File: src/rtl/video_line_sched.sv
// Ping-pong line-buffer scheduler: prefetches one source line ahead of scan-out,
// repeats lines for vertical scaling and flags render underruns.
// Optional LINESCHED_UNDERRUN_CNT_EN implements the saturating underrun counter.
module video_line_sched #(
    parameter int unsigned V_ACTIVE = 480,
    parameter int unsigned LINE_W   = 9
) (
    input  logic              clk,
    input  logic              rst,
    input  logic              frame_start,
    input  logic              line_start,
    input  logic [1:0]        pixel_height,
    output logic              render_start,
    output logic [LINE_W-1:0] render_line,
    output logic              render_buf,
    input  logic              render_done,
    output logic              display_buf,
    output logic              underrun,
    input  logic              underrun_clr,
    output logic [7:0]        underrun_cnt
);
    localparam int unsigned Y_W  = 11;
    localparam int unsigned HT_W = 2;

    typedef enum logic [1:0] {IDLE = 2'd0, BUSY = 2'd1, READY = 2'd2} state_t;

    state_t            state, state_nxt;
    logic [HT_W-1:0]   rep_cnt, rep_cnt_nxt;
    logic [HT_W-1:0]   ht_l, ht_l_nxt;
    logic [Y_W-1:0]    y_out, y_out_nxt;
    logic              first, first_nxt;
    logic              render_start_nxt;
    logic [LINE_W-1:0] render_line_nxt;
    logic              render_buf_nxt;
    logic              display_buf_nxt;
    logic              underrun_nxt;

    logic              swap_pt;
    logic              line_ok;
    logic              ur_evt;
    logic [Y_W-1:0]    y_after;
    logic              more;

    // Swap point qualification; frame_start masks any coincident line_start
    assign swap_pt = line_start && !frame_start && (first || (rep_cnt == HT_W'(0)));
    assign line_ok = (state == READY) || ((state == BUSY) && render_done);
    assign ur_evt  = swap_pt && (state == BUSY) && !render_done;
    assign y_after = y_out + Y_W'(ht_l) + Y_W'(1);
    assign more    = y_after < Y_W'(V_ACTIVE);

    always_ff @(posedge clk or posedge rst) begin
        if (rst) begin
            state <= IDLE;
        end else begin
            state <= state_nxt;
        end
    end

    always_comb begin
        state_nxt = state;
        if (frame_start) begin
            state_nxt = BUSY;
        end else if (swap_pt && line_ok) begin
            state_nxt = more ? BUSY : IDLE;
        end else if ((state == BUSY) && render_done) begin
            state_nxt = READY;
        end
    end

    always_comb begin
        render_start_nxt = 1'b0;
        render_line_nxt  = render_line;
        render_buf_nxt   = render_buf;
        display_buf_nxt  = display_buf;
        rep_cnt_nxt      = rep_cnt;
        ht_l_nxt         = ht_l;
        y_out_nxt        = y_out;
        first_nxt        = first;
        if (frame_start) begin
            ht_l_nxt         = pixel_height;
            y_out_nxt        = '0;
            rep_cnt_nxt      = '0;
            first_nxt        = 1'b1;
            render_start_nxt = 1'b1;
            render_line_nxt  = '0;
            render_buf_nxt   = ~display_buf;
        end else if (line_start) begin
            y_out_nxt = (y_out >= Y_W'(V_ACTIVE)) ? y_out : y_out + Y_W'(1);
            if (swap_pt) begin
                if (line_ok) begin
                    display_buf_nxt = render_buf;
                    rep_cnt_nxt     = ht_l;
                    first_nxt       = 1'b0;
                    if (more) begin
                        render_start_nxt = 1'b1;
                        render_line_nxt  = render_line + LINE_W'(1);
                        render_buf_nxt   = display_buf;
                    end
                end
            end else begin
                rep_cnt_nxt = rep_cnt - HT_W'(1);
            end
        end
        // A same-cycle underrun overrides the clear
        if (ur_evt) begin
            underrun_nxt = 1'b1;
        end else if (underrun_clr) begin
            underrun_nxt = 1'b0;
        end else begin
            underrun_nxt = underrun;
        end
    end

    always_ff @(posedge clk or posedge rst) begin
        if (rst) begin
            render_start <= 1'b0;
            render_line  <= '0;
            render_buf   <= 1'b0;
            display_buf  <= 1'b0;
            underrun     <= 1'b0;
            rep_cnt      <= '0;
            ht_l         <= '0;
            y_out        <= '0;
            first        <= 1'b0;
        end else begin
            render_start <= render_start_nxt;
            render_line  <= render_line_nxt;
            render_buf   <= render_buf_nxt;
            display_buf  <= display_buf_nxt;
            underrun     <= underrun_nxt;
            rep_cnt      <= rep_cnt_nxt;
            ht_l         <= ht_l_nxt;
            y_out        <= y_out_nxt;
            first        <= first_nxt;
        end
    end

`ifdef LINESCHED_UNDERRUN_CNT_EN
    logic [7:0] cnt_q;

    always_ff @(posedge clk or posedge rst) begin
        if (rst) begin
            cnt_q <= 8'd0;
        end else if (ur_evt) begin
            if (underrun_clr) begin
                cnt_q <= 8'd1;
            end else if (cnt_q != 8'hFF) begin
                cnt_q <= cnt_q + 8'd1;
            end
        end else if (underrun_clr) begin
            cnt_q <= 8'd0;
        end
    end

    assign underrun_cnt = cnt_q;
`else
    assign underrun_cnt = 8'd0;
`endif

endmodule

File: config.mk
export PLATFORM = sky130hd
export DESIGN_NAME = video_line_sched
export DESIGN_NICKNAME = d
export VERILOG_FILES = /design/src/rtl/video_line_sched.sv
export SDC_FILE = /design/constraint.sdc
export NUM_CORES = 1
export LEC_CHECK = 0
export BUFFER_PORTS_ARGS = -buffer_cell sky130_fd_sc_hd__buf_4
export CAP_MARGIN = 25
export CORE_UTILIZATION = 41
export DETAILED_ROUTE_END_ITERATION = 10
export PLACE_DENSITY = 0.69
export SYNTH_ARGS = -nofsm -noshare
export SYNTH_HDL_FRONTEND = slang
export SYNTH_SLANG_ARGS = --single-unit
export TNS_END_PERCENT = 20
File: constraint.sdc
create_clock -name clk -period 2.95 [get_ports clk]
set_clock_uncertainty 0.15 [all_clocks]
set_input_delay 0.1475 -clock clk [delete_from_list [all_inputs] [get_ports clk]]
set_output_delay 0.1475 -clock clk [all_outputs]
set_load 0.03 [all_outputs]
==> summary.txt <==
Clock network
  • Root Buffer: clkbuf_8
  • Clk slew on worst S/H paths: 70 ps
  • H-Tree Level Count: 2
  • Max Buffers Root-to-Sink: 2
  • Num Clock Sinks: 31
  • TritonCTS clock tree: built
  • CTS buffer count: 5
  • CTS resizes: 0
  • Latest clock arrival within the worst-skew pair: 290 ps

Worst setup path
  • CP required: slightly above 3000 ps
  • CP Class: flop to flop
  • Arr. time, crit path: around 2600 ps
  • CP peak stage delay: 490 ps
  • Setup crit end kind: flop
  • Slowest CP cell: or4_1
  • CP Launch Type: flop
  • CP max FO: 17
  • Critical Path, Cell by Cell: ha_1 -> o21ai_4 -> a2111oi_4 -> mux2_4 -> or4_1 -> a21oi_1
  • Register-to-Register Path Depth: 6

GRT
  • GR Util met3: 6.08%
  • First-pass GRT wire length: 5.49 mm
  • Met2 Use GR: about a quarter
  • Vias in the first global route: 1211
  • Grt ovf: 0
  • Initial antenna violation count: 0
  • Routing usage on met1: 21.1%
  • Largest net degree at the start of global routing: 28
  • Tot GR Track Use: 16.6%
  • Gr busiest metal: met2

Layout
  • Fin util: 50.9%
  • Multi-input logic area: 886 sq um
  • Sequential cell area: between 700 and 800 sq um
  • Final Cell Area: around 2100 sq um
  • Share of post-route cells with drive strength above 1: 20.9%
  • Antenna diodes: 0
  • Fin cells: 251
  • Final net count: 213
  • P&R area growth vs syn: 17.3%
  • Fillers: ~390

Place
  • PortBufs: 20
  • Placer Congestion: slightly below 0.8
  • Post-Place Cell Area: 1920 sq um
  • Placed Cells: 238
  • DP HPWL: 2.25 mm

Floorplanning
  • Num rows: 23
  • # IOs: 29
  • Initial Utilization: between 40% and 50%
  • Core area: 4060 sq um
  • Die Ht: 67.5 microns
  • Die ar.: 4560 sq um
  • Die span in x: 67.5 microns

Synthesis
  • Post-synthesis async set-or-reset flop share: 100%
  • Register area share after synthesis: 44.1%
  • Syn Inst Count: between 150 and 200
  • Share of Yosys cell area claimed by the top area cell type: ~44%
  • Mapped Area: 1760 sq um
  • Number of synthesized register bits: 31
  • Post-synth top cells: dfrtp_1 (31), nor2_1 (15), nand2_1 (12)
  • Synth Warn #: 0
  • Synth Flop Type: dfrtp_1
  • Mean Syn Cell Area: between 10 and 15 sq um
  • Most common cell in the netlist: dfrtp_1
  • Distinct cell type count after synthesis: ~50
  • Post-synth EDFFs: 0
  • Synth area leader: dfrtp_1
  • Top cells by area, synth: dfrtp_1 (44%), ha_1 (3.6%), buf_4 (3.4%), nor2_1 (3.2%), xor2_1 (3.0%)

STA
  • Setup Total Neg Slack: 0 ps
  • Slew margin rel.: 58.6%
  • Finish-stage setup viols: 0
  • Tcrit/Tclk final: 87.1%
  • Slew Limit Fails: 0
  • Max Freq: 0.389 GHz
  • Worst Max-Slew Pin Slew: 620 ps
  • RSZ-0062 raised after global routing: false
  • Final hold vios: 0
  • Crit path time final: 2570 ps

Run status
  • Outcome: completed

Power
  • Power Density: 503 nW/um^2
  • Peak VDD IR: 0.239 mV
  • Leak Pwr: approximately 0.92 nW

Worst hold path
  • WHS Path Cells: 3
  • Hold Path Class: primary input to flop

Drt
  • Router iterations before antenna repair: 4
  • # DRC: 0
  • DRT Wirelength: 3.30 mm
  • DRT iter0 DRCs: 89
  • Number of vias per cell: 5.23
  • ANT nets after route: 0
  • Vias: 1313
  • DR WL/cell: 13.2 microns

Run
  • Max capacitance violation total: 0
power breakdown:
group	leakage (nW)	internal (mW)	switching (mW)
Clock	0.0515	0.213	0.160
Sequential	0.408	0.452	0.0306
Combinational	0.462	0.0734	0.110
worst max-delay path: cells and delay by family (launching register included):
kind / cells / cell delay [ps]
AO/OA/AOI/OAI: 3 / 640
adder cells (fa/ha/maj): 1 / 350
flip-flops: 1 / 450
multiplexers: 1 / 420
AND/OR/NAND/NOR: 1 / 490
flip-flops by register name, indices dropped and copies added (netlist names), 2 cells and up:
register	flops
y_out	11
render_line	9
ht_l	2
rep_cnt	2
state	2
final timing paths:
| check | to | slack [ps] | start |
|---|---|---|---|
| max | render_line[7]$_DFFE_PP0P_ | 380 | y_out[1]$_DFFE_PP0P_ |
| min | underrun$_DFFE_PP0P_ | 20 | render_done |
| max reg2reg | render_line[7]$_DFFE_PP0P_ | 380 | y_out[1]$_DFFE_PP0P_ |
| min reg2reg | first$_DFFE_PP0P_ | 360 | first$_DFFE_PP0P_ |
| max in group asynchronous | render_line[6]$_DFFE_PP0P_ | 1670 | rst |
| min in group asynchronous | ht_l[1]$_DFFE_PP0P_ | 340 | rst |
per-stage QoR:
step	hold WS, ps	total power, mW	setup slack (ps)
6_report	22.1	1.04	381
5_1_grt	21.3	1.09	253
4_1_cts	18.5	1.05	365
3_5_place_dp	121	0.671	383
3_3_place_gp	119	0.667	424
2_1_floorplan	96.3	0.623	542
layout by cell type, fill, tap and decap left out, drive strengths merged, types with 2 or more instances in the layout:
cell type | Yosys | layout
or4 | 5 | 5
conb | 1 | 8
nand3 | 9 | 9
nand2b | 2 | 2
a21oi | 10 | 10
inv | 9 | 9
nor2b | 2 | 2
buf | 10 | 21
o31ai | 4 | 4
clkbuf | 4 | 8
mux2i | 3 | 3
nand2 | 12 | 12
xor2 | 6 | 6
ha | 5 | 5
o21ai | 8 | 8
nor2 | 15 | 15
and3 | 5 | 5
nand4 | 7 | 7
dlygate4sd3 | 0 | 5
o311ai | 2 | 2
dfrtp | 31 | 31
mux2 | 4 | 4
and2 | 2 | 2
cell families (layout without fill, tap and decap cells):
group	after synthesis	in the layout	synth area share, %
AND/OR/NAND/NOR	63	63	19.5
other	1	8	0.213
buffers and inverters	23	43	7.11
multiplexers	7	7	4.48
XOR/XNOR	7	7	3.48
flip-flops	31	31	44.1
adder cells (fa/ha/maj)	5	5	3.55
AO/OA/AOI/OAI	37	37	17.6
cell type report:
| type | instances | area share [%] |
|---|---|---|
| tap | 50 | 3.03 |
| sequential | 31 | 37.6 |
| clock buffer | 8 | 4.85 |
| inverter | 9 | 1.64 |
| timing repair buffer | 26 | 10.1 |
| multi-input combinational | 127 | 42.9 |
metal layers:
layer / vias up / wire length [microns] / share of wire (%)
met1: 623 / 1540 / 47
met4: 0 / 68 / 2.1
met3: 6 / 149 / 4.5
met2: 24 / 1550 / 47
li1: 660 / - / -
met5: - / 0 / 0
what timing repair did:
action,4_1_cts,5_1_grt
hold buffers,5,0
endpoints found under the hold margin,20,0
setup buffers,0,0
Note: power is estimated with default switching activity, not from simulation.
